[config.mk]
export PLATFORM = sky130hd
export DESIGN_NAME = rx_channel_flat
export DESIGN_NICKNAME = d
export VERILOG_FILES = /design/src/rtl/axi_chan_pkg.sv /design/src/rtl/rx_channel_if.sv /design/src/rtl/chan_fifo.sv /design/src/rtl/rx_channel.sv /design/src/flat_wrapper.sv
export SDC_FILE = /design/constraint.sdc
export NUM_CORES = 1
export LEC_CHECK = 0
export ABC_CLOCK_PERIOD_IN_PS = 2270
export BUFFER_PORTS_ARGS = -buffer_cell sky130_fd_sc_hd__buf_2
export CORE_UTILIZATION = 35
export DETAILED_ROUTE_END_ITERATION = 16
export HOLD_SLACK_MARGIN = 0.12
export PLACE_DENSITY = 0.62
export SLEW_MARGIN = 10
export SYNTH_ARGS = -nofsm -noshare
export SYNTH_HDL_FRONTEND = slang
export SYNTH_SLANG_ARGS = --single-unit
[constraint.sdc]
create_clock -name ACLK -period 2.27 [get_ports ACLK]
set_clock_uncertainty 0.15 [all_clocks]
set_input_delay 0.5675 -clock ACLK [delete_from_list [all_inputs] [get_ports ACLK]]
set_output_delay 0.5675 -clock ACLK [all_outputs]
set_load 0.05 [all_outputs]
[src/rtl/axi_chan_pkg.sv]
`default_nettype none
// axi_chan_pkg: types shared by the VALID/READY channel blocks.
// Revision 1.0
package axi_chan_pkg;

   typedef enum logic [1:0] {
      ERR_NONE        = 2'd0,
      ERR_VALID_DROP  = 2'd1,
      ERR_DATA_CHANGE = 2'd2
   } rx_err_t;

endpackage
`default_nettype wire

[src/rtl/rx_channel_if.sv]
`default_nettype none
// rx_channel_if: transmitter-side handshake plus sink-side pop interface.
// Revision 1.0
interface rx_channel_if
   import axi_chan_pkg::*;
#(
   parameter int WIDTH = 8,
   parameter int DEPTH = 4
);
   localparam int CW = $clog2(DEPTH) + 1;

   logic             VALID;
   logic [WIDTH-1:0] xDATA;
   logic             READY;
   logic             rx_en;
   logic [WIDTH-1:0] rx_data;
   logic             rx_valid;
   logic             rx_rd;
   logic [CW-1:0]    rx_count;
   rx_err_t          rx_err;

   modport slave (
      input  VALID, xDATA, rx_en, rx_rd,
      output READY, rx_data, rx_valid, rx_count, rx_err
   );

   modport master (
      output VALID, xDATA, rx_en, rx_rd,
      input  READY, rx_data, rx_valid, rx_count, rx_err
   );
endinterface
`default_nettype wire

[src/rtl/chan_fifo.sv]
`default_nettype none
// chan_fifo: show-ahead FIFO; full/empty are told apart by the count.
// Revision 1.0
module chan_fifo #(
   parameter int WIDTH = 8,
   parameter int DEPTH = 4
) (
   input  logic                     clk,
   input  logic                     rst,
   input  logic                     push,
   input  logic [WIDTH-1:0]         push_data,
   input  logic                     pop,
   output logic [WIDTH-1:0]         head,
   output logic [$clog2(DEPTH):0]   count
);
   localparam int AW = $clog2(DEPTH);
   localparam int CW = AW + 1;
   localparam logic [CW-1:0] FULL_CNT = CW'(DEPTH);

   logic [WIDTH-1:0] mem [DEPTH];
   logic [AW-1:0]    wr_ptr;
   logic [AW-1:0]    rd_ptr;
   logic [CW-1:0]    cnt;
   logic             do_push;
   logic             do_pop;

   always_comb begin
      do_push = push && (cnt != FULL_CNT);
      do_pop  = pop && (cnt != '0);
   end

   always_ff @(posedge clk) begin
      if (rst) begin
         wr_ptr <= '0;
         rd_ptr <= '0;
         cnt    <= '0;
      end else begin
         if (do_push) wr_ptr <= wr_ptr + AW'(1);
         if (do_pop)  rd_ptr <= rd_ptr + AW'(1);
         case ({do_push, do_pop})
            2'b10:   cnt <= cnt + CW'(1);
            2'b01:   cnt <= cnt - CW'(1);
            default: cnt <= cnt;
         endcase
      end
   end

   // Storage carries no reset; the count alone decides what is valid.
   always_ff @(posedge clk) begin
      if (do_push && !rst) mem[wr_ptr] <= push_data;
   end

   always_comb begin
      head  = (cnt != '0) ? mem[rd_ptr] : '0;
      count = cnt;
   end
endmodule
`default_nettype wire

[src/rtl/rx_channel.sv]
`default_nettype none
// rx_channel: VALID/READY receiver with FIFO, sink pop port and protocol monitor.
// Revision 1.0
module rx_channel
   import axi_chan_pkg::*;
#(
   parameter int WIDTH = 8,
   parameter int DEPTH = 4
) (
   input  logic          ACLK,
   input  logic          ARESET,
   rx_channel_if.slave   ch
);
   localparam int CW = $clog2(DEPTH) + 1;
   localparam logic [CW-1:0] FULL_CNT = CW'(DEPTH);

   if (DEPTH < 2 || (DEPTH & (DEPTH - 1)) != 0) begin : g_depth_check
      $error("rx_channel: DEPTH must be a power of two and at least 2");
   end

   logic             live;
   logic             ready;
   logic             push;
   logic             pop;
   logic [WIDTH-1:0] head;
   logic [CW-1:0]    count;
   logic             prev_pend;
   logic [WIDTH-1:0] prev_data;
   rx_err_t          err;

   // READY is held low through reset and the first cycle after it.
   always_comb begin
      ready = live && !ARESET && ch.rx_en && (count != FULL_CNT);
      push  = ch.VALID && ready;
      pop   = ch.rx_rd && (count != '0);
   end

   chan_fifo #(
      .WIDTH (WIDTH),
      .DEPTH (DEPTH)
   ) u_fifo (
      .clk       (ACLK),
      .rst       (ARESET),
      .push      (push),
      .push_data (ch.xDATA),
      .pop       (pop),
      .head      (head),
      .count     (count)
   );

   always_ff @(posedge ACLK) begin
      if (ARESET) begin
         live      <= 1'b0;
         prev_pend <= 1'b0;
         prev_data <= '0;
         err       <= ERR_NONE;
      end else begin
         live      <= 1'b1;
         prev_pend <= ch.VALID && !ready;
         prev_data <= ch.xDATA;
         // A dropped VALID outranks a data change; only the first error sticks.
         if (err == ERR_NONE && prev_pend) begin
            if (!ch.VALID)                    err <= ERR_VALID_DROP;
            else if (ch.xDATA != prev_data)   err <= ERR_DATA_CHANGE;
         end
      end
   end

   always_comb begin
      ch.READY    = ready;
      ch.rx_data  = head;
      ch.rx_valid = (count != '0);
      ch.rx_count = count;
      ch.rx_err   = err;
   end
endmodule
`default_nettype wire

[src/flat_wrapper.sv]
// flat-port wrapper written by rule: the top's interface ports become plain ports
module rx_channel_flat import axi_chan_pkg::*;
#(
   parameter int WIDTH = 8,
   parameter int DEPTH = 4
)
  (ACLK, ARESET, ch_VALID, ch_xDATA, ch_rx_en, ch_rx_rd, ch_READY, ch_rx_data, ch_rx_valid, ch_rx_count, ch_rx_err);
  rx_channel_if #(.WIDTH(WIDTH), .DEPTH(DEPTH)) ch_i ();
  input  logic ACLK;
  input  logic ARESET;
  input wire logic [$bits(ch_i.VALID)-1:0] ch_VALID;
  input wire logic [$bits(ch_i.xDATA)-1:0] ch_xDATA;
  input wire logic [$bits(ch_i.rx_en)-1:0] ch_rx_en;
  input wire logic [$bits(ch_i.rx_rd)-1:0] ch_rx_rd;
  output wire logic [$bits(ch_i.READY)-1:0] ch_READY;
  output wire logic [$bits(ch_i.rx_data)-1:0] ch_rx_data;
  output wire logic [$bits(ch_i.rx_valid)-1:0] ch_rx_valid;
  output wire logic [$bits(ch_i.rx_count)-1:0] ch_rx_count;
  output wire logic [$bits(ch_i.rx_err)-1:0] ch_rx_err;
  assign ch_i.VALID = ch_VALID;
  assign ch_i.xDATA = ch_xDATA;
  assign ch_i.rx_en = ch_rx_en;
  assign ch_i.rx_rd = ch_rx_rd;
  assign ch_READY = ch_i.READY;
  assign ch_rx_data = ch_i.rx_data;
  assign ch_rx_valid = ch_i.rx_valid;
  assign ch_rx_count = ch_i.rx_count;
  assign ch_rx_err = ch_i.rx_err;
  rx_channel #(.WIDTH(WIDTH), .DEPTH(DEPTH)) u_core (.ACLK(ACLK), .ARESET(ARESET), .ch(ch_i));
endmodule
# Word level (Yosys, flattened, before mapping)
# Memory sizes are Yosys's and may differ from the RTL's. A register that Yosys moved wholly into a read port is not among the register bits.
# Index checks and enable logic that the tools add are counted.
[classes]
reduce_logical = 16
addsub = 4
mux = 9
n_eq_ne = 5
[ops]
columns = ["operator", "count"]
rows = [
  ["1-bit logical AND", 10],
  ["2-bit 2-to-1 mux", 4],
  ["8-bit 2-to-1 mux", 1],
  ["8-bit != test", 1],
  ["3-bit case mux with 2 select lines", 1],
  ["2-bit by 1-bit adder with 2-bit output (second input constant)", 2],
  ["3-bit by 1-bit adder with 3-bit output (second input constant)", 1],
  ["1-bit 2-to-1 mux", 3],
  ["3-bit != test (second input constant)", 1],
  ["3-bit nonzero test", 1],
  ["3-bit by 1-bit subtractor with 3-bit output (second input constant)", 1],
  ["2-bit by 1-bit equality test with 1-bit output (second input constant)", 1],
  ["2-bit equality test (second input constant)", 1],
  ["1-bit logical NOT", 2],
  ["2-bit logical NOT", 1],
  ["2-bit by 1-bit != test with 1-bit output (second input constant)", 1],
  ["2-bit AND reduction", 1],
  ["2-bit nonzero test", 1],
]
[totals]
output_inout_bits = 15
ff_bits = 19
ram_bits = 32
elab_cells = 42
mem_count = 1
[memory_table]
columns = ["name", "words", "word_bits", "read_ports", "rd_ports_with_merged_regs", "write_ports", "line_no", "rtl"]
rows = [
  ["u_core.u_fifo.mem", 4, 8, 1, 1, 1, "chan_fifo.sv:20", "logic [WIDTH-1:0] mem [DEPTH];"],
]

# Depth between registers and ports, before layout
# Gate-level depths: netlist of the first run.
[depth]
word_depth = 9
mapped_depth = 9
ltp_nobuf = 9

# By module
# A second synthesis of the first run with hierarchy kept.
[unflattened]
hier_cells = 149
hier_area_um2 = 2152.1
[by_module_without_submodules]
columns = ["mod", "area_each_um2", "n_inst", "cells_each"]
rows = [
  ["chan_fifo", 1687.9, 1, 103],
  ["rx_channel", 464.2, 1, 46],
]

# Least setup slack after synthesis of the first run
# OpenSTA, ideal clock, no wires.
[synth_timing]
path_type = "flip-flop to output port"
startpoint = "reg u_core.u_fifo.cnt[0], in the netlist u_core.u_fifo.count[0]"
endpoint = "out ch_READY"
required_time_ns = 1.553
stages_incl_launch_ff = 3
slack_ns = -0.570
t_arrival_ns = 2.122
cell_sequence = "dfxtp_1 nor2_1 a211oi_1"
[synth_between]
elab_chain_cells = 2
[synth_lines]
columns = ["element", "line_no", "rtl"]
rows = [
  ["from (decl)", "chan_fifo.sv:23", "logic [CW-1:0] cnt;"],
  ["from (signal assigned)", "chan_fifo.sv:41", "2'b10: cnt <= cnt + CW'(1);"],
  ["from (signal assigned)", "chan_fifo.sv:42", "2'b01: cnt <= cnt - CW'(1);"],
  ["from (signal assigned)", "chan_fifo.sv:43", "default: cnt <= cnt;"],
  ["3-bit != test", "rx_channel.sv:33", "ready = live && !ARESET && ch.rx_en && (count != FULL_CNT);"],
  ["1-bit logical AND", "rx_channel.sv:33", ""],
  ["to (decl)", "flat_wrapper.sv:15", "output wire logic [$bits(ch_i.READY)-1:0] ch_READY;"],
]
# Every way passes these cells.

==> impl_metrics.yaml, run 1 <==
synth:
  ys_seq_area_frac: 0.653
  synth_common_cells: "edfxtp_1, dfxtp_1, nor2_1"
  synth_top_area_share: 0.454
  netlist_instances: 143
  synth_edf_count: 32
  ys_async_sr_fraction: 0
  synth_top_area_cell: "edfxtp_1"
  syn_nets: 162
  ys.flop_type: "edfxtp_1"
  synth.avg_cell_area_sq_um: 14.8
  synth_seq_cells: 53
  netlist_area_sq_mm: 0.00212
  synthDistinctLibCells: 31
  synth.area.top_cells: "edfxtp_1, dfxtp_1, mux4_2, xor2_1, and2_1"
  yosysMostFrequentCell: "edfxtp_1"
  yosys_warnings: 0
layout:
  syn_to_final_growth_pct: 24.1
  n_antenna_cell: 0
  drive_gt1_frac: 0.380
  fillCellCount: 520
  seq_area_sq_mm: 0.00139
  multi_input_area_sq_um: 704
  layout.nets: 202
routing:
  routedWlPerCell_um: 14.5
  via_per_inst: 4.69
  wirelength_um: 3700
  postRouteAntennaNets: 0
  drc: 0
  first_iter_violations: 39
  drtPass1Iterations: 4
  dr_total_vias: 1200
setup_path:
  rrSetupSlack_ps: 130
  path_max_fanout: 8
  critPathCaptureType: "output pin"
  rr_startpoint: "u_core.u_fifo.count[2]$_SDFFE_PP0P_"
  cp-start-kind: "register"
  crit_chain: "buf_12, mux4_2, and2_4, buf_8"
  slowest_delay_ps: 510
  path_class: "register to output pin"
  worstPathRequired_ps: 1550
  arrival_ps: 1600
  slowest_stage: "mux4_2"
clock_network:
  htreeDepth: 2
  cts-root-buf: "clkbuf_8"
  cts.sinks: 53
  post-cts-setup-buffers: 0
  clock_path_buffers: 2
  cts_hold_buf: 0
  cts_tree: "built"
  clk_latency_ps: 300
  cts_made_buffers: 5
  clk_pin_slew_worst_paths_ps: 90
die:
  die_area_sq_mm: 0.00636
  core_sq_mm: 0.00568
  rows: 27
  die_w_um: 79.8
  initial_core_util: 0.373
  boundaryPins: 28
  fp.dieH_um: 79.8
global_routing:
  grt_max_degree: 20
  grt_pass1_wl_um: 6090
  antenna_found_initial: 0
  gr-total-overflow: 0
  track_usage: 0.132
  grt_pass1_vias: 1263
pwr:
  powerDensity_mw_per_mm2: 784
  p_leak_uw: 0.000986
  ir_worst_vdd_v: 0.000361
timing:
  finalCriticalPeriod_ps: 2320
  tightestPinTransition_ps: 408
  finalMaxSlewViolations: 0
  grt_setup_unrepaired: "yes"
  final.setup.worst_slack_ps: -48.5
  setup_tns_ps: -255
  setup-violations-final: 8
  fin_crit_sh: 1.02
  hold_viol: 0
  clock.fmax_mhz: 431
  maxSlewHeadroom: 0.728
hold_path:
  timing.hold.worst.start: "u_core.ch.rx_err[1]$_SDFFE_PP0P_"
  min_path_type: "register to register"
run_status:
  violations: "setup timing"
  outcome: "finished with violations"
flow_run:
  maxCapViolations: 0
place:
  dp_hpwl_um: 2690
  io_buffers: 27
  pre_cts_slack_ps: -60.3
  gp_congestion: 0.745
-- flip-flops by register name (all words and copies together) (netlist names), named ones only --
signal                cells
u_core.u_fifo.count       3
u_core.u_fifo.mem        32
u_core.u_fifo.wr_ptr      2
u_core.live               1
u_core.prev_pend          1
u_core.u_fifo.rd_ptr      2
u_core.prev_data          8
u_core.ch.rx_err          2
-- worst paths after layout --
path,endpoint,depth (start not counted)
setup / recovery,ch_rx_data[0],4
hold / removal,u_core.ch.rx_err[1]$_SDFFE_PP0P_,1
setup reg to reg,u_core.u_fifo.count[2]$_SDFFE_PP0P_,8
hold reg to reg,u_core.ch.rx_err[1]$_SDFFE_PP0P_,1
-- final cells by class --
class,instances,area share
repair buffers,38,0.117
flip-flops and latches,53,0.528
well taps,72,0.0343
multi-input cells,78,0.268
inverters,7,0.0100
clock buffers,6,0.0276
clock inverters,2,0.0148
-- stage by stage --
stage | hold slack [ps] | utilization | instances | power [uW] | area (sq um)
finish | 351 | 0.463 | 256 | 2060 | 2630
global route | 367 | 0.463 | 256 | 2140 | 2630
CTS | 353 | 0.461 | 256 | 2080 | 2620
detailed placement | 332 | 0.426 | 248 | 1400 | 2420
global placement | 300 | 0.426 | 248 | 1390 | 2420
floorplan | 335 | - | 143 | 1310 | 2120
-- kinds of logic after synthesis --
family / share of synthesized area
flops: 0.653
simple gates: 0.116
xor+xnor: 0.0538
buf+inv: 0.0260
mux: 0.0899
compound gates: 0.0225
fa+ha+maj: 0.0390
-- critical path: cells and delay by family, from the launching register on --
kind	cells	cell delay, ps
and+or+nand+nor	1	160
DFF	1	350
muxes	1	510
buffers and inverters	2	280
-- layer usage --
metal | vias to the layer above | wire length [um] | track usage
li1 | 577 | - | -
met1 | 590 | 1490 | 0.141
met4 | 0 | 100 | 0.0661
met2 | 24 | 2000 | 0.241
met5 | - | 0 | 0
met3 | 9 | 118 | 0.0320
-- power by group --
group          total [uW]  internal, uW  switching (uW)
registers            1060          1040            18.2
clock network         622           331             291
logic                 374           161             213
total                2060          1540             522
-- timing repair --
item,in CTS,in global routing
resized for setup,29,3
pin swaps,6,1
setup endpoints to repair,8,9
-- cell usage in the layout (no fill, tap or decap), drive strengths merged, types with 2 or more instances in the layout --
master,instances
nor4,2
clkbuf,6
a21oi,3
nand2,2
nor2,13
buf,38
and2,13
xnor2,2
xor2,11
dfxtp,21
or3,2
mux4,8
edfxtp,32
clkinv,2
inv,6
ha,5
nor2b,8
Note: power is estimated with default switching activity, not from simulation.
==> run 2: changes to the inputs <==
- CORE_UTILIZATION: 35 -> 40
- PLACE_DENSITY: 0.62 -> 0.68
==> run 2 against run 1 <==
The run still ends with setup timing left; worst setup slack better by 13 ps; critical path depth did not move; routed wire length decreased by 3.2%; hold slack lost 11 ps; total power shrank 1.7%; flip-flop and latch count unchanged; utilization grew 4.2 points; sequential share of layout area is 0.97 points higher; fmax rose by 0.54%; non-clock buffer count fell by 5; clock power decreased by 4.5%; critical path type unchanged; largest power group unchanged.
==> impl_metrics.yaml, run 2 (synthesis gave the netlist of run 1 again) <==
setup_path:
  worstPathRequired_ps: 1550
  arrival_ps: 1590
  critPathCaptureType: "output pin"
  path_class: "register to output pin"
  path_max_fanout: 8
  reg2reg_depth: 8
  cp-start-kind: "register"
clock_network:
  cts_tree: "built"
  clock_path_buffers: 2
  htreeDepth: 2
  clk_pin_slew_worst_paths_ps: 90
  cts.sinks: 53
  clk_latency_ps: 300
  cts_made_buffers: 5
  cts-root-buf: "clkbuf_8"
global_routing:
  grt_max_degree: 20
  track_usage: 0.144
  grt_pass1_wl_um: 5610
  antenna_found_initial: 0
  gr-total-overflow: 0
  grt_pass1_vias: 1188
hold_path:
  min_path_type: "register to register"
  worstHoldPathCells: 1
layout:
  layout_common_cells: "edfxtp_1, buf_2, dfxtp_1"
  syn_to_final_growth_pct: 21.8
  layout.nets: 197
  largest_register: "u_core.u_fifo.mem"
  mostFrequentLayoutCell: "edfxtp_1"
  n_antenna_cell: 0
  final_util: 0.505
  fin_cells: 249
  fin_area_sq_mm: 0.00258
  drive_gt1_frac: 0.363
  largest_reg_flops: 32
routing:
  drtPass1Iterations: 4
  routedWlPerCell_um: 14.4
  postRouteAntennaNets: 0
  via_per_inst: 4.76
  dr_total_vias: 1185
  drc: 0
  wirelength_um: 3590
  first_iter_violations: 57
die:
  fp.dieH_um: 74.7
  die_w_um: 74.7
  rows: 26
  initial_core_util: 0.414
  boundaryPins: 28
  core_sq_mm: 0.00511
  die_area_sq_mm: 0.00558
place:
  dp_cells: 241
  pre_cts_slack_ps: -73.1
  io_buffers: 27
  place_area_sq_mm: 0.00238
  dp_hpwl_um: 2510
  gp_congestion: 0.752
run_status:
  violations: "setup timing"
  outcome: "finished with violations"
timing:
  setup-violations-final: 8
  tightestPinTransition_ps: 413
  clock.fmax_mhz: 434
  maxSlewHeadroom: 0.717
  final.setup.worst_slack_ps: -35.9
  finalCriticalPeriod_ps: 2310
  finalMaxSlewViolations: 0
  hold_viol: 0
  grt_setup_unrepaired: "yes"
  fin_crit_sh: 1.02
pwr:
  pwr-share-clk: 0.294
  p_leak_uw: 0.000953
  switchingPower_uw: 536
  switching_share: 0.265
  p_seq_frac: 0.525
  ir_worst_vdd_v: 0.000356
  combinationalPowerShare: 0.182
  powerDensity_mw_per_mm2: 785
  intPower_uw: 1490
flow_run:
  maxCapViolations: 0
==> run 2: final cells by class <==
cell class | count | area, sq um
tap | 70 | 87.6
sequential | 53 | 1390
inverter | 7 | 26.3
multi-input combinational | 78 | 702
clock inverter | 2 | 16.3
timing repair buffer | 33 | 265
fill | 449 | 2530
clock buffer | 6 | 93.8
==> run 2: path summary, 6_finish.rpt <==
path	from	end	slack (ps)
setup / recovery	register	ch_rx_data[1]	-40
hold reg to reg	u_core.ch.rx_err[1]$_SDFFE_PP0P_	u_core.ch.rx_err[1]$_SDFFE_PP0P_	340
setup reg to reg	u_core.u_fifo.count[2]$_SDFFE_PP0P_	u_core.u_fifo.count[2]$_SDFFE_PP0P_	120
hold / removal	u_core.ch.rx_err[1]$_SDFFE_PP0P_	u_core.ch.rx_err[1]$_SDFFE_PP0P_	340
==> run 2: per-stage QoR <==
stage                     power, uW  setup TNS, ps  hold slack, ps
after global routing           2090           -603             358
after CTS                      2030           -405             343
after detailed placement       1400          -73.1             317
after floorplan                1310              0             335
after global placement         1390              0             294
final                          2020           -205             340
==> run 2: worst max-delay path, cell delays in order, from the launching register on <==
cell,delay [ps]
dfxtp_2,350
buf_12,140
mux4_2,480
and2_1,170
buf_6,150
==> run 2: power groups by stage <==
stage / clock (uW) / sequential (uW) / combinational, uW
after floorplan: 0 / 1100 / 212
after global placement: 0 / 1080 / 310
after detailed placement: 0 / 1080 / 319
after CTS: 607 / 1060 / 363
after global routing: 635 / 1060 / 394
final: 594 / 1060 / 367
==> run 2: routing by layer <==
metal	vias to the layer above	wire (um)	GRT usage
li1	570	-	-
met1	580	1400	0.161
met4	0	73	0.0629
met5	-	0	0
met2	26	1990	0.263
met3	9	126	0.0321
==> run 2: timing repair <==
action / CTS / global route
pin swaps: 4 / 2
buffers inserted: 0 / 0
hold buffers: 0 / 0
setup endpoints to repair: 8 / 9
resized for setup: 25 / 5
==> run 3: changes to the inputs <==
- CELL_PAD_IN_SITES_DETAIL_PLACEMENT: default -> 1
- CELL_PAD_IN_SITES_GLOBAL_PLACEMENT: default -> 2
- PLACE_DENSITY: 0.68 -> 0.87
==> run 3 against run 2 <==
The flow still finishes with violations (setup timing); flip-flop and latch count unchanged; first-iteration DRC count shrank 7.0%; hold slack gained 26 ps; critical path depth is the same; via count is 3.5% higher; sequential power hardly changed; total power is 3.5% lower; critical endpoint is now ch_rx_data[7]; largest cell class unchanged.
==> impl_metrics.yaml, run 3 (synthesis gave the netlist of run 1 again) <==
run_status:
  outcome: "finished with violations"
  violations: "setup timing"
layout:
  largest_register: "u_core.u_fifo.mem"
  multi_input_area_sq_um: 707
  fin_cells: 254
  largest_reg_flops: 32
  seq_area_sq_mm: 0.00139
  n_antenna_cell: 0
  fillCellCount: 527
  syn_to_final_growth_pct: 22.9
  layout_common_cells: "edfxtp_1, buf_2, dfxtp_1"
  layout.nets: 202
  mostFrequentLayoutCell: "edfxtp_1"
  drive_gt1_frac: 0.380
clock_network:
  cts_tree: "built"
  clk_pin_slew_worst_paths_ps: 90
  cts.sinks: 53
  htreeDepth: 2
  clk_latency_ps: 300
  post-cts-setup-buffers: 0
  cts-root-buf: "clkbuf_8"
  cts_made_buffers: 5
  clock_path_buffers: 2
routing:
  drtPass1Iterations: 4
  routedWlPerCell_um: 15.9
  wirelength_um: 4030
  via_per_inst: 4.83
  postRouteAntennaNets: 0
  dr_total_vias: 1227
  first_iter_violations: 53
  drc: 0
pwr:
  p_leak_uw: 0.000972
  powerDensity_mw_per_mm2: 751
  ir_worst_vdd_v: 0.000427
  p_total_uw: 1950
hold_path:
  worstHoldPathCells: 1
  min_path_type: "input port to register"
  timing.hold.worst.start: "ch_xDATA[7]"
  hold_end: "u_core.u_fifo.mem[2][7]$_DFFE_PP_"
die:
  die_area_sq_mm: 0.00558
  fp.dieH_um: 74.7
  boundaryPins: 28
  core_sq_mm: 0.00511
  rows: 26
  die_w_um: 74.7
  initial_core_util: 0.414
global_routing:
  gr-total-overflow: 0
  track_usage: 0.167
  antenna_found_initial: 0
  grt_pass1_wl_um: 6500
  grt_max_degree: 20
  grt_pass1_vias: 1286
setup_path:
  reg2reg_depth: 8
  r2r-end: "u_core.u_fifo.count[2]$_SDFFE_PP0P_"
  path_max_fanout: 8
  worstPathRequired_ps: 1550
  path_class: "register to output pin"
  cp-start-kind: "register"
  rr_startpoint: "u_core.u_fifo.count[2]$_SDFFE_PP0P_"
  arrival_ps: 1580
  critPathCaptureType: "output pin"
  rrSetupSlack_ps: 160
place:
  dp_cells: 246
  gp_congestion: 0.714
  dp_hpwl_um: 2940
  io_buffers: 27
timing:
  maxSlewHeadroom: 0.669
  hold_viol: 0
  fin_crit_sh: 1.01
  setup_tns_ps: -111
  holdWs_ps: 366
  tightestPinTransition_ps: 485
  finalMaxSlewViolations: 0
  grt_setup_unrepaired: "yes"
  setup-violations-final: 8
  final.setup.worst_slack_ps: -25.1
  clock.fmax_mhz: 436
  finalCriticalPeriod_ps: 2300
flow_run:
  maxCapViolations: 0
-- run 3: cell types whose count changed in the layout (fill, tap and decap cells not counted), sizes merged --
cell	delta
buf	+5
clkinv	-1
clkbuf	+1
-- run 3: power breakdown --
part | total (uW) | leakage, uW | switching, uW | internal [uW]
clock | 510 | 0.0000385 | 291 | 219
combinational | 379 | 0.000470 | 215 | 164
sequential | 1060 | 0.000463 | 19.2 | 1040
-- run 3: how the worst max path moves through the flow --
stage / startpoint / end / slack [ps] / cells past startpoint
final: register / ch_rx_data[7] / -30 / 4
after global routing: register / ch_rx_data[2] / -90 / 4
after CTS: register / ch_rx_data[2] / -50 / 4
after detailed placement: ch_VALID / u_core.u_fifo.count[2]$_SDFFE_PP0P_ / -40 / 10
after global placement: ch_VALID / u_core.u_fifo.count[2]$_SDFFE_PP0P_ / 20 / 10
after floorplan: u_core.u_fifo.count[2]$_SDFFE_PP0P_ / u_core.u_fifo.count[2]$_SDFFE_PP0P_ / 60 / 8
-- run 3: per-layer routing --
layer  routed length [um]  up-vias  share of wire  global-route usage
li1                     -      578              -                   -
met1                 1630      622           0.40               0.181
met2                 2230       22           0.55               0.313
met3                  123        5          0.031              0.0482
met4                   49        0          0.012              0.0503
met5                    0        -              0                   0
-- run 3: area by class of cell --
type / count / share of cell area
Sequential cell: 53 / 0.533
Multi-Input combinational cell: 78 / 0.272
Timing Repair Buffer: 38 / 0.119
Inverter: 7 / 0.0101
Clock buffer: 7 / 0.0293
Clock inverter: 1 / 0.00289
Tap cell: 70 / 0.0337
-- run 3: critical path, stage by stage, from the launching register on --
cell and delay (ps):
dfxtp_2 350, buf_12 130, mux4_2 500, and2_4 160
buf_8 140
-- run 3: stage by stage --
step	cell area [sq um]	worst slack (ps)	util
floorplan	2120	56.0	-
global placement	2410	24.1	0.473
detailed placement	2410	-36.8	0.473
CTS	2590	-49.7	0.508
global route	2600	-94.0	0.509
finish	2600	-25.1	0.509
-- run 3: what timing repair did --
action / 4_1_cts / 5_1_grt
pin swaps: 7 / 1
setup endpoints to repair: 8 / 9
resized for setup: 32 / 2
hold buffers: 0 / 0
